$ cat src/rtl/vector_packer_if.sv
// Stream bundle for vector_packer: element input stream, vector output stream
// and the fill-level observation port.
interface vector_packer_if #(
  parameter int DIM = 8,
  parameter int W   = 64
);
  localparam int CW = $clog2(DIM) + 1;

  logic             in_valid;
  logic [W-1:0]     in_data;
  logic             in_last;
  logic             in_ready;
  logic [DIM*W-1:0] vector;
  logic             vec_valid;
  logic             vec_ready;
  logic [CW-1:0]    fill_count;

  modport master (
    output in_valid, in_data, in_last, vec_ready,
    input  in_ready, vector, vec_valid, fill_count
  );

  modport slave (
    input  in_valid, in_data, in_last, vec_ready,
    output in_ready, vector, vec_valid, fill_count
  );
endinterface

$ cat src/rtl/vector_packer.sv
// Serial-to-parallel packer: one W-bit element per cycle into DIM-lane vectors,
// double-buffered so input can stream while a finished vector awaits its consumer.
module vector_packer #(
  parameter int DIM = 8,
  parameter int W   = 64
) (
  input logic            Clock,
  input logic            Reset,
  vector_packer_if.slave bus
);
  localparam int IW = $clog2(DIM);
  localparam int CW = IW + 1;

  logic [DIM*W-1:0] slot [2];
  logic [1:0]       full;
  logic             wsel;
  logic             rsel;
  logic [IW-1:0]    idx;

  logic acc;
  logic close;
  logic drain;

  // in_ready depends only on registered state and Reset, never on in_valid.
  assign bus.in_ready   = ~Reset & ~full[wsel];
  assign acc            = bus.in_valid & bus.in_ready;
  assign close          = acc & ((idx == IW'(DIM - 1)) | bus.in_last);
  assign drain          = full[rsel] & bus.vec_ready;

  assign bus.vec_valid  = full[rsel];
  assign bus.vector     = slot[rsel];
  assign bus.fill_count = CW'(idx);

  // NOTE: every register here is updated with <= so all reads in this block
  // see pre-edge values; close and drain then touch disjoint bits of full.
  always_ff @(posedge Clock) begin
    if (Reset) begin
      full    <= '0;
      wsel    <= 1'b0;
      rsel    <= 1'b0;
      idx     <= '0;
      // NOTE: the slots are cleared on reset because vector must read as zero
      // straight out of reset; this is visible state, not scratch storage.
      slot[0] <= '0;
      slot[1] <= '0;
    end else begin
      if (acc) begin
        // Lane 0 wipes the rest of the slot so a short vector is zero-filled.
        for (int lane = 0; lane < DIM; lane++) begin
          if (IW'(lane) == idx)
            slot[wsel][W*lane +: W] <= bus.in_data;
          else if (idx == '0)
            slot[wsel][W*lane +: W] <= '0;
        end
        if (close) begin
          full[wsel] <= 1'b1;
          wsel       <= ~wsel;
          idx        <= '0;
        end else begin
          idx <= idx + IW'(1);
        end
      end
      // A close needs full[wsel]=0 and a drain needs full[rsel]=1, so the two
      // always address different slots when they coincide.
      if (drain) begin
        full[rsel] <= 1'b0;
        rsel       <= ~rsel;
      end
    end
  end
endmodule

$ cat src/flat_wrapper.sv
// flat-port wrapper written by rule: the top's interface ports become plain ports
module vector_packer_flat 
#(
  parameter int DIM = 8,
  parameter int W   = 64
)
  (Clock, Reset, bus_in_valid, bus_in_data, bus_in_last, bus_vec_ready, bus_in_ready, bus_vector, bus_vec_valid, bus_fill_count);
  vector_packer_if #(.DIM(DIM), .W(W)) bus_i ();
  input logic Clock;
  input logic Reset;
  input wire logic [$bits(bus_i.in_valid)-1:0] bus_in_valid;
  input wire logic [$bits(bus_i.in_data)-1:0] bus_in_data;
  input wire logic [$bits(bus_i.in_last)-1:0] bus_in_last;
  input wire logic [$bits(bus_i.vec_ready)-1:0] bus_vec_ready;
  output wire logic [$bits(bus_i.in_ready)-1:0] bus_in_ready;
  output wire logic [$bits(bus_i.vector)-1:0] bus_vector;
  output wire logic [$bits(bus_i.vec_valid)-1:0] bus_vec_valid;
  output wire logic [$bits(bus_i.fill_count)-1:0] bus_fill_count;
  assign bus_i.in_valid = bus_in_valid;
  assign bus_i.in_data = bus_in_data;
  assign bus_i.in_last = bus_in_last;
  assign bus_i.vec_ready = bus_vec_ready;
  assign bus_in_ready = bus_i.in_ready;
  assign bus_vector = bus_i.vector;
  assign bus_vec_valid = bus_i.vec_valid;
  assign bus_fill_count = bus_i.fill_count;
  vector_packer #(.DIM(DIM), .W(W)) u_core (.Clock(Clock), .Reset(Reset), .bus(bus_i));
endmodule
$ cat config.mk
export PLATFORM = sky130hd
export DESIGN_NAME = vector_packer_flat
export DESIGN_NICKNAME = d
export VERILOG_FILES = /design/src/rtl/vector_packer_if.sv /design/src/rtl/vector_packer.sv /design/src/flat_wrapper.sv
export SDC_FILE = /design/constraint.sdc
export NUM_CORES = 1
export LEC_CHECK = 0
export CORE_AREA = 2 2 276 278
export DETAILED_ROUTE_END_ITERATION = 16
export DIE_AREA = 0 0 278 280
export PLACE_DENSITY = 0.87
export SLEW_MARGIN = 20
export SYNTH_ARGS = -nofsm -noshare
export SYNTH_HDL_FRONTEND = slang
export SYNTH_SLANG_ARGS = --single-unit
$ cat constraint.sdc
create_clock -name Clock -period 8.5 [get_ports Clock]
set_input_delay 1.275 -clock Clock [delete_from_list [all_inputs] [get_ports Clock]]
set_output_delay 1.275 -clock Clock [all_outputs]
set_load 0.01 [all_outputs]
### Word level (Yosys, flattened, before mapping)

Memories as Yosys holds them, arrays and structs flattened. A register that Yosys moved wholly into a read port is not among the register bits.
Index checks and enable logic that the tools add are counted.

* eq/ne operators: 8
* magnitude comparators: 4
* bitwise gates (word level): 19
* reductions and logical operators: 5
* add/subtract/negate cells: 1
* mux-type cells: 87

Operator list (count)
* $mux W512: 1
* $reduce_or A512 Y1: 1
* $mux W64: 7
* $mux W1: 71
* $eq A3 B3 Y1 const A: 4
* $mux W2: 4
* $mux W8: 1
* $or A1 B1 Y1: 8
* $eq A2 B3 Y1 const A: 2
* $and A1 B1 Y1: 4
* $lt A1 B2 Y1 const B: 2
* $not A1 Y1: 4
* $add A3 B1 Y3 const B: 1
* $eq A1 B3 Y1 const A: 1
* $eq A3 B3 Y1 const B: 1
* $logic_not A3 Y1: 1
* $mux W3: 1
* $and A2 B2 Y2: 1
* $demux W1 S1: 2
* $ge A1 B1 Y1 const B: 2
* $logic_and A1 B1 Y1: 2
* $not A2 Y2: 1
* $or A2 B2 Y2: 1
* $reduce_and A2 Y1: 1

* register bits after elaboration: 7
* bits in writable memories: 1024
* memories: 1
* output and inout port bits: 518
* logic and storage cells: 129
* input bits: 69

Memory list
* u_core.slot: depth 2, width 512, read ports 1, clocked after memory_dff 1, wr ports 2, line vector_packer.sv:14 `logic [DIM*W-1:0] slot [2];`

### Longest topological paths before layout

* depth after elaboration: 11
* mapped depth: 7
* gate-level depth less buffers: 5

### Worst setup path after synthesis

OpenSTA, ideal clock, no wires.

* kind: input to register
* start point: input port bus_in_valid
* end point: memory u_core.slot[0][100] (netlist name) (enable)
* stages on the path: 3
* data required time: 8.001 ns
* library setup time: 0.499 ns
* path buffers: 0
* path slack: 3.287 ns
* data arrival time: 4.714 ns
* cells stage by stage: nor2b_1 -> nand2_1 -> o21bai_1

RTL lines
* start: declaration: line flat_wrapper.sv:11 `input wire logic [$bits(bus_i.in_valid)-1:0] bus_in_valid;`
* end: declaration: line vector_packer.sv:14

==> results_dict.tcl <==
set metrics [dict create \
    routed_wire_length_per_instance_um 27.9 \
    io_buf_count 585 \
    netlist_instances 2990 \
    path_cells "buf_16, buf_12, mux2_2, clkdlybuf4s50_1" \
    critical_path.max_stage_delay_ps 640 \
    finalWeightedCongestion 0.828 \
    die_y_um 280 \
    post_cts_resize_count 0 \
    pwr_dens_mw_per_mm2 215 \
    global_route.usage.total_pct 31.5 \
    hold_buffer_count_at_cts 0 \
    ant_nets 0 \
    worst-slew-pin-transition_ps 1130 \
    fill_cells 4494 \
    fin_setup_tns_ps 0 \
    yosys_register_bits 1032 \
    cts.htree.levels 3 \
    grt_start_max_net_pins 176 \
    dp.cells 4319 \
    yosysMostFrequentCell "edfxtp_1" \
    max_slew_margin_pct 24.5 \
    place_hpwl_um 76100 \
    cp_num_buf_inv 3 \
    synthArstFlopShare_pct 0 \
    drt-pass1-iter-count 5 \
    syn_area_per_cell_um2 14.9 \
    grt_antenna_before_repair 12 \
    clock-root-buffer "clkbuf_16" \
    top_level_ports 587 \
    synthToLayoutAreaGrowth_pct 21.7 \
    critPathKind "reg -> out" \
    overflow 0 \
    synth_ff_type "edfxtp_1" \
    power_frac_clock_pct 38.2 \
    finalWorstPathRequiredPeriod_ps 4790 \
    yosysTopAreaCell "edfxtp_1" \
    die_x_um 278 \
    hold_path_class "reg -> reg" \
    pwr-share-comb_pct 10.7 \
    finalSetupViolCount 0 \
    synth.distinct_cells 37 \
    worst_skew_pair.late_latency_ps 660 \
    floorplan.die_area_mm2 0.0778 \
    grt_pass1_vias 27000 \
    drt_drc_violations_left 0 \
    layout-drive-gt1-share_pct 20.6 \
    cellInternalPower_uw 8960 \
    grt_first_pass_wirelength_um 178000 \
    yosys-top-cells-count "1,024 x edfxtp_1, 513 x mux2_2, 512 x and2_1" \
    cp_data_required_time_ps 7220 \
    highest_achievable_clock_rate_mhz 209 \
    num_vias 27500 \
    min_period_over_period_pct 56.4 \
    worst_clock_skew_ps 34.3 \
    timing.critical_path.from_type "flip-flop" \
    irDropWorstVdd_mv 0.158 \
    numCtsBuffers 103 \
    cts_setup_buffers 0 \
    most_area_consuming_cells_after_synthesis "edfxtp_1 69%, mux2_2 13%, and2_1 7.2%, and3_1 3.7%, nor2_1 2.2%" \
    hold_viol 0 \
    synth_enable_flop_cells 1024 \
    clock_sinks 1032 \
    synth_warnings 0 \
    layoutNonFillerInstCount 4510 \
    netlist_area_mm2 0.0445 \
    worst_setup_path_end_kind "output port" \
    drv.max_cap_violation_count 0 \
    worst_setup_hold_path_clk_slew_ps 60 \
    outcome "completed" \
    seqPwrFrac_pct 51.2 \
    slowest_stage "dfxtp_4" \
    power_switching_uw 2670 \
    core-area_mm2 0.0752 \
    route.final.wire_length_um 126000 \
    rows 101 \
    worst_path_max_fanout 175 \
    routed_via_density 6.10 \
    finalNetCount 3522 \
    start_util_pct 59.2 \
    ctsLongestPathBuffers 3 \
    drtIter0Drc 3577 \
    seq_area_frac_synth_pct 69.5 \
    slew_viol_final 0 \
    synthesis.nets 3065 \
    rsz0062_at_grt "false" \
    critical_path.top_delay_family "buffers and inverters" \
    sw_share_pct 23.0 \
    power.leakage_uw 0.0204 \
    synth_largest_type_area_fraction_pct 69.1 \
    cp.arrival_ps 3520 \
    tritoncts "done" \
]
## power by group through the flow
stage	sequential, uW	clock (uW)	combinational, uW
6_report	5950	4440	1240
5_1_grt	5970	4660	1280
4_1_cts	5950	4470	1230
3_5_place_dp	6050	0	1220
3_3_place_gp	6030	0	1210
2_1_floorplan	6040	0	548
## stage by stage
stage          utilization (%)  area, um2  setup slack [ps]  hold WS [ps]  total power, uW
2_1_floorplan                -      44500              3290           561             6590
3_3_place_gp              67.7      50900              3530           576             7240
3_5_place_dp              67.7      50900              3480           576             7270
4_1_cts                   72.0      54100              3510           589            11700
5_1_grt                   72.0      54200              3620           618            11900
6_report                  72.1      54200              3710           597            11600
## logic make-up after synthesis
| group | count (synthesis) | share of synthesized area, % |
|---|---|---|
| and+or+nand+nor | 1132 | 14.2 |
| buffers and inverters | 278 | 2.78 |
| muxes | 514 | 13.0 |
| DFF | 1032 | 69.5 |
| other | 1 | 0.00843 |
| adders and majority gates | 6 | 0.169 |
| AOI/OAI and AO/OA | 27 | 0.411 |
## worst min-delay path, delay by kind of cell, from the launching register on
kind / cells / cell delay (ps)
AOI/OAI and AO/OA: 1 / 80
buffers and inverters: 1 / 110
DFF: 1 / 350
## layout make-up
class | instances | area (um2) | share of cell area [%]
antenna | 5 | 12.5 | 0.0231
clock buffer | 124 | 2680 | 4.94
clock inverter | 61 | 581 | 1.07
inverter | 6 | 22.5 | 0.0416
multi-input combinational | 1680 | 12600 | 23.2
sequential | 1032 | 30900 | 57.1
tap | 978 | 1220 | 2.26
timing repair buffer | 624 | 6190 | 11.4
## flip-flops by register name, summed over array words and instances (netlist names), named ones only
name         flops
u_core.slot   1024
u_core.rsel      1
u_core.full      2
u_core.idx       3
u_core.wsel      1
## final timing paths
kind | start | to | slack (ps) | depth (start not counted)
worst max-delay path | flip-flop | bus_vector[511] | 3710 | 4
worst min-delay path | u_core.idx[1] | u_core.idx[1] | 600 | 2
worst max register to register | u_core.wsel | u_core.slot[1][314] | 4780 | 4
worst min register to register | u_core.idx[1] | u_core.idx[1] | 600 | 2
## layout by cell type, fill, tap and decap left out, types with 6 or more instances in the layout
master           count
nor2_1             264
o21bai_4            10
buf_4               36
mux2_2             513
and3_1             257
bufinv_16           10
dfxtp_1              7
a21oi_1              6
edfxtp_1          1024
inv_1                6
clkdlybuf4s50_1    585
and2_1             512
nand2_1             67
clkinv_2            13
clkbuf_1            20
clkbuf_16          104
clkinv_1            27
## per-layer routing
layer | up-vias | track usage (%) | part of all wire, %
met5 | - | 0 | 0
met4 | 0 | 16.6 | 5.5
met3 | 309 | 6.38 | 10
met2 | 1683 | 48.9 | 47
met1 | 13900 | 42.4 | 38
li1 | 11600 | - | -
(Power assumes the default switching activity.)
